`config.mk`:
```
export PLATFORM = sky130hd
export DESIGN_NAME = ped_walk_arbiter_flat
export DESIGN_NICKNAME = d
export VERILOG_FILES = /design/src/rtl/ped_walk_if.sv /design/src/rtl/ped_walk_arbiter.sv /design/src/flat_wrapper.sv
export SDC_FILE = /design/constraint.sdc
export NUM_CORES = 1
export LEC_CHECK = 0
export ABC_AREA = 1
export ABC_CLOCK_PERIOD_IN_PS = 6400
export CAP_MARGIN = 30
export CORE_AREA = 10 10 102 104
export CTS_BUF_LIST = sky130_fd_sc_hd__clkbuf_4 sky130_fd_sc_hd__clkbuf_8
export DETAILED_ROUTE_END_ITERATION = 10
export DIE_AREA = 0 0 112 114
export PLACE_DENSITY = 0.65
export SETUP_SLACK_MARGIN = 0.1
export SLEW_MARGIN = 20
export SYNTH_ARGS = -nofsm -noshare
export SYNTH_HDL_FRONTEND = slang
export SYNTH_SLANG_ARGS = --single-unit
```
`constraint.sdc`:
```
create_clock -name clock -period 6.4 [get_ports clock]
set_clock_uncertainty 0.1 [all_clocks]
set_input_delay 1.28 -clock clock [delete_from_list [all_inputs] [get_ports clock]]
set_output_delay 1.28 -clock clock [all_outputs]
set_load 0.01 [all_outputs]
```
`src/rtl/ped_walk_if.sv`:
```
// Pedestrian arbiter bus: raw requests and permissive mask in, lamps and status out.
interface ped_walk_if #(
    parameter int unsigned NUM_REQ = 8
);
    logic [NUM_REQ-1:0] ped_button;
    logic [NUM_REQ-1:0] walk_ok;
    logic [NUM_REQ-1:0] walk;
    logic [NUM_REQ-1:0] flash_dont_walk;
    logic [NUM_REQ-1:0] pending;
    logic               phase_hold;
    logic               busy;

    modport master (
        output ped_button, walk_ok,
        input  walk, flash_dont_walk, pending, phase_hold, busy
    );

    modport slave (
        input  ped_button, walk_ok,
        output walk, flash_dont_walk, pending, phase_hold, busy
    );
endinterface

```
`src/rtl/ped_walk_arbiter.sv`:
```
// Round-robin pedestrian walk scheduler with walk/clearance lamp timing.
// Optional PED_ABORT_REQUEUE_EN: an aborted walk re-queues its request.
module ped_walk_arbiter #(
    parameter int unsigned NUM_REQ      = 8,
    parameter int unsigned WALK_CYCLES  = 6,
    parameter int unsigned CLEAR_CYCLES = 2
) (
    input  logic      clock,
    input  logic      reset_n,
    ped_walk_if.slave bus
);
    localparam int unsigned PTR_W = (NUM_REQ > 1) ? $clog2(NUM_REQ) : 1;

    localparam logic [1:0] ST_IDLE  = 2'd0;
    localparam logic [1:0] ST_WALK  = 2'd1;
    localparam logic [1:0] ST_CLEAR = 2'd2;
    localparam logic [1:0] ST_GAP   = 2'd3;

    logic [1:0]         state_q, state_d;
    logic [NUM_REQ-1:0] btn_q;
    logic               arm_q;
    logic [NUM_REQ-1:0] pending_q, pending_d;
    logic [NUM_REQ-1:0] walk_q, walk_d;
    logic [NUM_REQ-1:0] flash_q, flash_d;
    logic               phase_hold_q, phase_hold_d;
    logic               busy_q, busy_d;
    logic [PTR_W-1:0]   rr_ptr_q, rr_ptr_d;
    logic [PTR_W-1:0]   sel_q, sel_d;
    logic [7:0]         cnt_q, cnt_d;

    logic [NUM_REQ-1:0] req_edge_c, elig_c, clr_c, requeue_c;
    logic [PTR_W-1:0]   pick_c, idx_c;
    logic               found_c;

    // Buttons already high when reset releases are absorbed by the first clock.
    assign req_edge_c = arm_q ? (bus.ped_button & ~btn_q) : '0;
    assign elig_c     = pending_q & bus.walk_ok;

    // First eligible crosswalk at or after rr_ptr, wrapping.
    always_comb begin
        found_c = 1'b0;
        pick_c  = '0;
        idx_c   = '0;
        for (int unsigned i = 0; i < NUM_REQ; i++) begin
            idx_c = PTR_W'((32'(rr_ptr_q) + i) % NUM_REQ);
            if (!found_c && elig_c[idx_c]) begin
                found_c = 1'b1;
                pick_c  = idx_c;
            end
        end
    end

    always_comb begin
        state_d   = state_q;
        sel_d     = sel_q;
        cnt_d     = cnt_q;
        rr_ptr_d  = rr_ptr_q;
        clr_c     = '0;
        requeue_c = '0;
        case (state_q)
            ST_IDLE: begin
                if (found_c) begin
                    state_d       = ST_WALK;
                    sel_d         = pick_c;
                    cnt_d         = 8'(WALK_CYCLES - 1);
                    rr_ptr_d      = PTR_W'((32'(pick_c) + 32'd1) % NUM_REQ);
                    clr_c[pick_c] = 1'b1;
                end
            end
            ST_WALK: begin
                if (!bus.walk_ok[sel_q]) begin
                    state_d = ST_CLEAR;
                    cnt_d   = 8'(CLEAR_CYCLES - 1);
`ifdef PED_ABORT_REQUEUE_EN
                    requeue_c[sel_q] = 1'b1;
`else
                    requeue_c = '0;
`endif
                end else if (cnt_q == 8'd0) begin
                    state_d = ST_CLEAR;
                    cnt_d   = 8'(CLEAR_CYCLES - 1);
                end else begin
                    cnt_d = cnt_q - 8'd1;
                end
            end
            ST_CLEAR: begin
                if (cnt_q == 8'd0) begin
                    state_d = ST_GAP;
                end else begin
                    cnt_d = cnt_q - 8'd1;
                end
            end
            ST_GAP:  state_d = ST_IDLE;
            default: state_d = ST_IDLE;
        endcase

        // New edges win over the grant clear on the same bit.
        pending_d    = (pending_q & ~clr_c) | req_edge_c | requeue_c;
        walk_d       = (state_d == ST_WALK)  ? (NUM_REQ'(1) << sel_d) : '0;
        flash_d      = (state_d == ST_CLEAR) ? (NUM_REQ'(1) << sel_d) : '0;
        phase_hold_d = (state_d == ST_WALK) || (state_d == ST_CLEAR);
        busy_d       = (state_d != ST_IDLE);
    end

    always_ff @(posedge clock or negedge reset_n) begin
        if (!reset_n) begin
            state_q      <= ST_IDLE;
            btn_q        <= '0;
            arm_q        <= 1'b0;
            pending_q    <= '0;
            walk_q       <= '0;
            flash_q      <= '0;
            phase_hold_q <= 1'b0;
            busy_q       <= 1'b0;
            rr_ptr_q     <= '0;
            sel_q        <= '0;
            cnt_q        <= '0;
        end else begin
            state_q      <= state_d;
            btn_q        <= bus.ped_button;
            arm_q        <= 1'b1;
            pending_q    <= pending_d;
            walk_q       <= walk_d;
            flash_q      <= flash_d;
            phase_hold_q <= phase_hold_d;
            busy_q       <= busy_d;
            rr_ptr_q     <= rr_ptr_d;
            sel_q        <= sel_d;
            cnt_q        <= cnt_d;
        end
    end

    assign bus.walk            = walk_q;
    assign bus.flash_dont_walk = flash_q;
    assign bus.pending         = pending_q;
    assign bus.phase_hold      = phase_hold_q;
    assign bus.busy            = busy_q;
endmodule

```
`src/flat_wrapper.sv`:
```
// flat-port wrapper written by rule: the top's interface ports become plain ports
module ped_walk_arbiter_flat 
#(
    parameter int unsigned NUM_REQ      = 8,
    parameter int unsigned WALK_CYCLES  = 6,
    parameter int unsigned CLEAR_CYCLES = 2
)
  (clock, reset_n, bus_ped_button, bus_walk_ok, bus_walk, bus_flash_dont_walk, bus_pending, bus_phase_hold, bus_busy);
  ped_walk_if #(.NUM_REQ(NUM_REQ)) bus_i ();
  input  logic clock;
  input  logic reset_n;
  input wire logic [$bits(bus_i.ped_button)-1:0] bus_ped_button;
  input wire logic [$bits(bus_i.walk_ok)-1:0] bus_walk_ok;
  output wire logic [$bits(bus_i.walk)-1:0] bus_walk;
  output wire logic [$bits(bus_i.flash_dont_walk)-1:0] bus_flash_dont_walk;
  output wire logic [$bits(bus_i.pending)-1:0] bus_pending;
  output wire logic [$bits(bus_i.phase_hold)-1:0] bus_phase_hold;
  output wire logic [$bits(bus_i.busy)-1:0] bus_busy;
  assign bus_i.ped_button = bus_ped_button;
  assign bus_i.walk_ok = bus_walk_ok;
  assign bus_walk = bus_i.walk;
  assign bus_flash_dont_walk = bus_i.flash_dont_walk;
  assign bus_pending = bus_i.pending;
  assign bus_phase_hold = bus_i.phase_hold;
  assign bus_busy = bus_i.busy;
  ped_walk_arbiter #(.NUM_REQ(NUM_REQ), .WALK_CYCLES(WALK_CYCLES), .CLEAR_CYCLES(CLEAR_CYCLES)) u_core (.clock(clock), .reset_n(reset_n), .bus(bus_i));
endmodule
```
# Word-level counts from Yosys, hierarchy flattened
# Cells that the tools add are included.
# totals
n_memories,0
mem_bits_ro,0
latchBits,0
input_bits,18
mem_bits_rw,0
regBits,51
# op_classes
n_eq_ne,7
n_lt_le_gt_ge,11
muxes,53
bitwise,6
n_div,0
n_reduce_logical,22
shift,1
n_addsub,9
multipliers,0
# ops
operator,count
8-bit two-way mux,9
3-bit by 4-bit less-than comparator with 1-bit output (second input constant),10
3-bit two-way mux,10
1-bit binary-select mux with 3-bit select,9
8-bit bitwise AND,3
8-bit one-hot mux with 3 select lines,1
1-bit two-way mux,18
8-bit inverter,2
3-bit adder (second input constant),4
1-bit logical AND,8
8-bit logical NOT,1
2-bit two-way mux,4
8-bit bitwise OR,1
2-bit one-hot mux with 4 select lines,1
1-bit by 3-bit left shift with 8-bit output (first input constant),1
8-bit by 1-bit subtractor with 8-bit output (second input constant),1
1-bit logical NOT,7
3-bit by 1-bit adder with 3-bit output (second input constant),2
3-bit by 2-bit adder with 3-bit output (second input constant),2
2-bit equality test (second input constant),3
2-bit by 1-bit equality test with 1-bit output (second input constant),2
1-bit demux with 3-bit select,1
3-bit by 1-bit >= comparator with 1-bit output (second input constant),1
3-bit AND reduction,1
7 further kinds,7

# Longest topological paths before layout
# Gate-level depths: netlist (run 1).
# depth
ltp_word,34
mapped_depth,19
ltp_nobuf,18

# Worst setup path after synthesis (run 1)
# No wires, ideal clock.
# synth_timing
kind,input to register
startpoint,input port bus_walk_ok[3]
endpoint,"register u_core.walk_q[0], in the netlist u_core.bus.walk[0]"
stages,17
arrival_ns,2.894
setup_slack_ns,3.282
n_path_buf,0
path_cell_list,nand2_1 nand2_4 nand2_2 nand2_2 nand3_2 nand2_2 nor2_8 nand4_4 nor2_8 nand3_4 inv_2 nand3_1 o21ai_0 inv_1 ha_1 inv_1 nor2_1
# synth_between
elab_chain_cells,29
# synth_rtl
element,line_no,source
from (decl),flat_wrapper.sv:13,input wire logic [$bits(bus_i.walk_ok)-1:0] bus_walk_ok;
8-bit bitwise AND,ped_walk_arbiter.sv:37,assign elig_c = pending_q & bus.walk_ok;
1-bit binary-select mux with 3-bit select,ped_walk_arbiter.sv:46,if (!found_c && elig_c[idx_c]) begin
1-bit two-way mux (not written as such),ped_walk_arbiter.sv:46,
1-bit two-way mux,ped_walk_arbiter.sv:46,
1-bit logical NOT,ped_walk_arbiter.sv:46,
1-bit logical AND,ped_walk_arbiter.sv:46,
1-bit two-way mux,ped_walk_arbiter.sv:46,
1-bit logical NOT,ped_walk_arbiter.sv:46,
(+15 left out),-,
1-bit logical AND,ped_walk_arbiter.sv:46,
1-bit two-way mux,ped_walk_arbiter.sv:46,
2-bit two-way mux,ped_walk_arbiter.sv:62,if (found_c) begin
2-bit one-hot mux with 4 select lines *,ped_walk_arbiter.sv:60,case (state_q)
net u_core.state_d[0],ped_walk_arbiter.sv:19,"logic [1:0] state_q, state_d;"
2-bit by 1-bit equality test with 1-bit output *,ped_walk_arbiter.sv:99,walk_d = (state_d == ST_WALK) ? (NUM_REQ'(1) << sel_d) : '0;
8-bit two-way mux *,ped_walk_arbiter.sv:99,
net u_core.walk_d[0],ped_walk_arbiter.sv:23,"logic [NUM_REQ-1:0] walk_q, walk_d;"
to (signal assigned),ped_walk_arbiter.sv:123,walk_q <= walk_d;
to (decl),ped_walk_arbiter.sv:23,
# The timed path passes the listed nets; every way through them passes the cells marked *. The select of a mux whose other input is x is not followed.
# A chain may end at the register's enable or synchronous reset.

# Worst setup path in the final report (run 1)
# layout_timing
startpoint,register u_core.rr_ptr_q[0]
endpoint,"register u_core.walk_q[3], in the netlist u_core.bus.walk[3]"
# layout_between
elab_chain_cells,28
# layout_rtl
element,line_no,source
from (decl),ped_walk_arbiter.sv:27,"logic [PTR_W-1:0] rr_ptr_q, rr_ptr_d;"
from (signal assigned),ped_walk_arbiter.sv:127,rr_ptr_q <= rr_ptr_d;
branches (longest 23 deep; another with 3-bit by 1-bit adder with 3-bit output),-,
1-bit two-way mux *,ped_walk_arbiter.sv:46,
2-bit two-way mux *,ped_walk_arbiter.sv:62,
2-bit one-hot mux with 4 select lines *,ped_walk_arbiter.sv:60,
net u_core.state_d[0],ped_walk_arbiter.sv:19,
2-bit by 1-bit equality test with 1-bit output *,ped_walk_arbiter.sv:99,
8-bit two-way mux *,ped_walk_arbiter.sv:99,
net u_core.walk_d[3],ped_walk_arbiter.sv:23,
# Mark *: on every way through the listed nets, which the timed path passes. The select of a mux whose other input is x is not followed.

==> results of run 1 <==
## logic make-up after synthesis
kind of cell / after synthesis / share of synthesized area (%)
compound gates: 37 / 7.03
xor+xnor: 4 / 2.44
fa+ha+maj: 12 / 4.58
buf+inv: 61 / 8.14
flops: 51 / 39.0
other cells: 1 / 0.114
simple gates: 237 / 38.7
## flip-flops by register name, summed over array words and instances, names as in the netlist
name,flops
u_core.bus.walk,8
u_core.bus.pending,8
u_core.bus.flash_dont_walk,8
u_core.state_q,2
u_core.rr_ptr_q,3
u_core.cnt_q,8
u_core.bus.busy,1
u_core.btn_q,8
u_core.arm_q,1
u_core.sel_q,3
u_core.bus.phase_hold,1
## area by class of cell
type / count / area [sq um]
fillers: 817 / 4580
multi-input cells: 291 / 1730
flip-flops and latches: 51 / 1280
repair buffers: 44 / 445
inverters: 54 / 205
well taps: 108 / 135
clock buffers: 5 / 68.8
clock inverters: 3 / 20.0
## stage by stage
step / hold WS (ns) / setup slack [ns]
floorplan: 0.367 / 3.28
global placement: 0.374 / 2.54
detailed placement: 0.376 / 2.46
CTS: 0.378 / 2.58
global route: 0.401 / 2.32
finish: 0.378 / 2.59
## worst min-delay path, stage by stage, from the launching register on
cell	delay, ns
dfrtp_1	0.32
nand3b_1	0.09
nand2_1	0.05
## layer usage
layer	share of wire (%)	wire length, microns
met1	43	3390
met3	2.3	181
met2	53	4140
met5	0	0
met4	1.5	121
## placed cells by master (no fill, tap or decap), types with 10 or more instances in the layout
cell type / count
clkdlybuf4s50_1: 42
nand2_1: 92
nand3_1: 43
dfrtp_1: 51
nand3b_1: 10
nand3_2: 24
nor2_1: 36
ha_1: 12
inv_1: 44
o21ai_0: 21
## final timing paths
kind / startpoint / to / slack (ns) / cells past startpoint
min in group asynchronous: reset_n / u_core.sel_q[2]$_DFF_PN0_ / 0.87 / 1
worst min register to register: u_core.btn_q[4]$_DFF_PN0_ / u_core.bus.pending[4]$_DFF_PN0_ / 0.38 / 2
max in group asynchronous: reset_n / u_core.state_q[1]$_DFF_PN0_ / 4.78 / 2
worst min-delay path: u_core.btn_q[4]$_DFF_PN0_ / u_core.bus.pending[4]$_DFF_PN0_ / 0.38 / 2
worst max register to register: u_core.rr_ptr_q[0]$_DFFE_PN0P_ / u_core.bus.walk[3]$_DFF_PN0_ / 2.59 / 17
worst max-delay path: u_core.rr_ptr_q[0]$_DFFE_PN0P_ / u_core.bus.walk[3]$_DFF_PN0_ / 2.59 / 17
==> summary.txt, run 1 <==
status: finished, final reports clean
GR Layer Usage met3: 1.73%
cts hold-fix bufs: 0
clock buffer count from CTS: 5
clock sinks: 51
post-CTS setup buffer count: 0
Slew Limit Fails: 0
DR vias: 2721
Clock Tree Root: clkbuf_8
H-Tree Depth: 2
Crit path max-delay family: simple AND/OR/NAND/NOR gates
Chip Width: 112 microns
final setup TNS: 0 ns
critical path endpoint category: flop
CP cell instances: inv_2 > ha_1 > inv_2 > nand3_1 > nand3_2 > nand2_4 > nor2_8 > nand4_4 > nor2_8 > nand3_4 > inv_2 > nand3_1 > o21ai_0 > inv_1 > ha_1 > inv_1 > nor2_1
sequential-to-total area share from yosys stat: 39.0%
initial core utilization: 38.7%
layout cell share with drive strength beyond 1: 15.2%
core box area: 8470 sq um
worst min path class: reg2reg
post-DP HPWL: 6250 microns
global-route wire length before repair: 13300 microns
post-synthesis instance total: 403
Ports: 44
met1 GRT Util: 14.0%
CTS tree: built
fin crit share: 59.5%
Avg Cell Area, Syn: 8.13 sq um
final hold vios: 0
GRT Residual Overflow: 0
Top Usage Layer GRT: met2
Cell Rows: 34
worst-path fanout max: 12
port buffer count: 43
Yosys top cell area share: 39.0%
crit path max-delay cell type: dfrtp_1
Clock Tree Buf Depth: 2
commonest cells in the netlist: 92 x nand2_1, 51 x dfrtp_1, 44 x inv_1, 43 x nand3_1, 36 x nor2_1
Final GP Congestion: 0.855
Clock Latency Late Sink: 0.31 ns
most frequent cell after synthesis: nand2_1
Crit path required time: 6.49 ns
worst slew margin relative to its limit: 56.9%
placed cells: 548
final instance area: 3880 sq um
Ys Warns: 0
Crit path top cell by count: inv_2
Finished Layout Cells: 556
Via density: 4.89
# nets final: 477
WP buf/inv: 5
leading post-synthesis cells by cell area: dfrtp_1 39%, nand2_1 11%, nand3_2 7.3%, nand3_1 6.6%, inv_1 5.0%
Achievable Freq: 0.263 GHz
Ant. Diodes: 0
router iterations before antenna repair: 4
Max-Cap Viols: 0
Seq cells post-synth: 51
crit path DAT: 3.90 ns
Crit Path Class: reg2reg
number of gates resized after CTS: 0
Total Routing Usage GR: 12.4%
number of synthesized flops with an enable pin: 0
main flop type after synthesis: dfrtp_1
DRC Markers: 0
Area Overhead vs Synth: 18.6%
Routed Antenna Nets: 0
syn_nets: 433
initial antenna violation count: 0
Cell Area, Placed: 3790 sq um
largest net degree at the start of global routing: 27
clk slew on worst S/H paths: 0.10 ns
initial DRC count: 104
drt total wl: 7840 microns
number of global-route vias before repair: 2761
Post-Syn Area: 3280 sq um
fin crit period: 3.81 ns
CP peak stage delay: 0.77 ns
Netlist cell types: 34
GR Util met2: 23.3%
Die ar.: 12800 sq um
die height: 114 microns
critical path startpoint category: flop
WL/cell: 14.1 microns
RSZ-0062 raised after global routing: no
fraction of registers with async set/reset: 100%
area leader, netlist: dfrtp_1
Final setup viols: 0
final core occ: 45.9%
worst slew pin tran: 0.647 ns
Power of run 1 is not shown: default switching activity piles up to over one toggle a cycle in this logic, so the estimate is an artifact.
==> run 2: changes to the inputs <==
- ABC_CLOCK_PERIOD_IN_PS: 6400 -> 3700
- clock period: 6.4 -> 3.7 ns (I/O delays scaled with it)
==> summary.txt, run 2 (synthesized netlist as in run 1, its figures left out) <==
Ant. Diodes: 0 (unchanged)
critical path startpoint category: flop (unchanged)
final hold vios: 0 (unchanged)
core box area: 8470 sq um (unchanged)
Clock Latency Late Sink: 0.30 ns (was 0.31 ns)
critical path endpoint category: flop (unchanged)
initial antenna violation count: 0 (unchanged)
Final setup viols: 0 (unchanged)
commonest non-fill, non-tap cell in the layout: nand2_1 (unchanged)
fillcell total: 836 (was 817)
Crit path top cell by count: inv_2 (unchanged)
H-Tree Depth: 2 (unchanged)
Reg2Reg Depth: 17 (unchanged)
Achievable Freq: 0.308 GHz (was 0.263 GHz)
router iterations before antenna repair: 4 (unchanged)
Slew Limit Fails: 0 (unchanged)
Ports: 44 (unchanged)
CTS tree: built (unchanged)
Clock Tree Buf Depth: 2 (unchanged)
global-route wire length before repair: 13800 microns (was 13300 microns)
post-CTS setup buffer count: 0 (unchanged)
fin crit period: 3.25 ns (was 3.81 ns)
post-DP HPWL: 6510 microns (was 6250 microns)
worst-path fanout max: 12 (unchanged)
CP cell instances: inv_2 > ha_1 > inv_2 > nand3_1 > nand3_2 > nand2_4 > nor2_8 > nand4_4 > nor2_8 > nand3_4 > inv_2 > nand3_1 > o21ai_0 > inv_1 > ha_1 > inv_1 > nor2_1 (unchanged)
worst slew margin relative to its limit: 49.5% (was 56.9%)
largest net degree at the start of global routing: 35 (was 27)
worst min path class: reg2reg (unchanged)
Total Routing Usage GR: 12.6% (was 12.4%)
crit path max-delay cell type: ha_1 (was dfrtp_1)
Hold Crit Depth: 2 (unchanged)
drt total wl: 7980 microns (was 7840 microns)
number of gates resized after CTS: 0 (unchanged)
clock sinks: 51 (unchanged)
GRT Residual Overflow: 0 (unchanged)
clk slew on worst S/H paths: 0.09 ns (was 0.10 ns)
RSZ-0062 raised after global routing: no (unchanged)
Clock Tree Root: clkbuf_8 (unchanged)
status: finished, final reports clean (unchanged)
Area Overhead vs Synth: 18.6% (about the same)
Via density: 4.94 (was 4.89)
final setup TNS: 0 ns (unchanged)
most frequent cells in the layout: 92 x nand2_1, 51 x dfrtp_1, 44 x inv_1 (unchanged)
port buffer count: 43 (unchanged)
cts hold-fix bufs: 0 (unchanged)
DR vias: 2757 (was 2721)
crit path DAT: 3.34 ns (was 3.90 ns)
Crit path required time: 3.79 ns (was 6.49 ns)
layout cell share with drive strength beyond 1: 15.6% (was 15.2%)
CP peak stage delay: 0.41 ns (was 0.77 ns)
WL/cell: 14.3 microns (was 14.1 microns)
fin crit share: 87.8% (was 59.5%)
Routed Antenna Nets: 0 (unchanged)
clock buffer count from CTS: 5 (unchanged)
Crit Path Class: reg2reg (unchanged)
number of global-route vias before repair: 2917 (was 2761)
DRC Markers: 0 (unchanged)
Final GP Congestion: 0.856 (was 0.855)
Chip Width: 112 microns (unchanged)
worst slew pin tran: 0.757 ns (was 0.647 ns)
initial DRC count: 115 (was 104)
die height: 114 microns (unchanged)
Max-Cap Viols: 0 (unchanged)
Die ar.: 12800 sq um (unchanged)
# nets final: 479 (was 477)
initial core utilization: 38.7% (unchanged)
Cell Rows: 34 (unchanged)
[run 2: cell types whose count changed in the layout (fill, tap and decap cells not counted)]
cell,previous run,this run
buf_4,0,3
buf_12,1,0
clkbuf_4,0,1
clkinvlp_4,2,1
[run 2: final cells by class]
cell class / instances / area [sq um] / share of cell area, %
Clock inverter: 2 / 12.5 / 0.322
Clock buffer: 6 / 76.3 / 1.96
Tap cell: 108 / 135 / 3.48
Inverter: 54 / 205 / 5.28
Timing Repair Buffer: 46 / 448 / 11.5
Multi-Input combinational cell: 291 / 1730 / 44.6
Sequential cell: 51 / 1280 / 32.8
[run 2: critical path: cells and delay by family, from the launching register on]
| family | cells | cell delay [ns] |
|---|---|---|
| buffers and inverters | 5 | 0.79 |
| AOI/OAI and AO/OA | 1 | 0.17 |
| DFF | 1 | 0.40 |
| and+or+nand+nor | 9 | 1.05 |
| adders and majority gates | 2 | 0.62 |
[run 2: final timing paths]
path / start / end / slack, ns
max: u_core.rr_ptr_q[0]$_DFFE_PN0P_ / u_core.bus.walk[5]$_DFF_PN0_ / 0.45
min: u_core.btn_q[4]$_DFF_PN0_ / u_core.bus.pending[4]$_DFF_PN0_ / 0.38
max reg2reg: u_core.rr_ptr_q[0]$_DFFE_PN0P_ / u_core.bus.walk[5]$_DFF_PN0_ / 0.45
min reg2reg: u_core.btn_q[4]$_DFF_PN0_ / u_core.bus.pending[4]$_DFF_PN0_ / 0.38
max in group asynchronous: reset_n / u_core.state_q[1]$_DFF_PN0_ / 2.37
min in group asynchronous: reset_n / u_core.bus.flash_dont_walk[7]$_DFF_PN0_ / 0.40
[run 2: through the flow]
step	worst slack, ns	area, sq um	hold slack [ns]	util (%)	std cells
floorplan	0.914	3280	0.344	-	403
global placement	0.369	3800	0.374	44.9	550
detailed placement	0.294	3800	0.377	44.9	550
CTS	0.407	3890	0.385	45.9	558
global route	0.142	3890	0.421	45.9	558
finish	0.453	3890	0.378	45.9	558
[run 2: routing by layer]
metal | track usage (%) | share of wire, % | vias up
met4 | 3.72 | 1.9 | 0
met3 | 1.94 | 1.9 | 14
li1 | - | - | 1398
met5 | 0 | 0 | -
met2 | 23.8 | 53 | 39
met1 | 14.4 | 44 | 1306
Power of run 2 is left out for the same reason.
==> run 3: changes to the inputs <==
- CTS_CLUSTER_SIZE: unset -> 28
- SETUP_SLACK_MARGIN: 0.1 -> 0.05
==> results of run 3 <==
Same layout as run 2: the final DEF is identical, and so are final timing and power.
Power of run 3 is left out for the same reason.
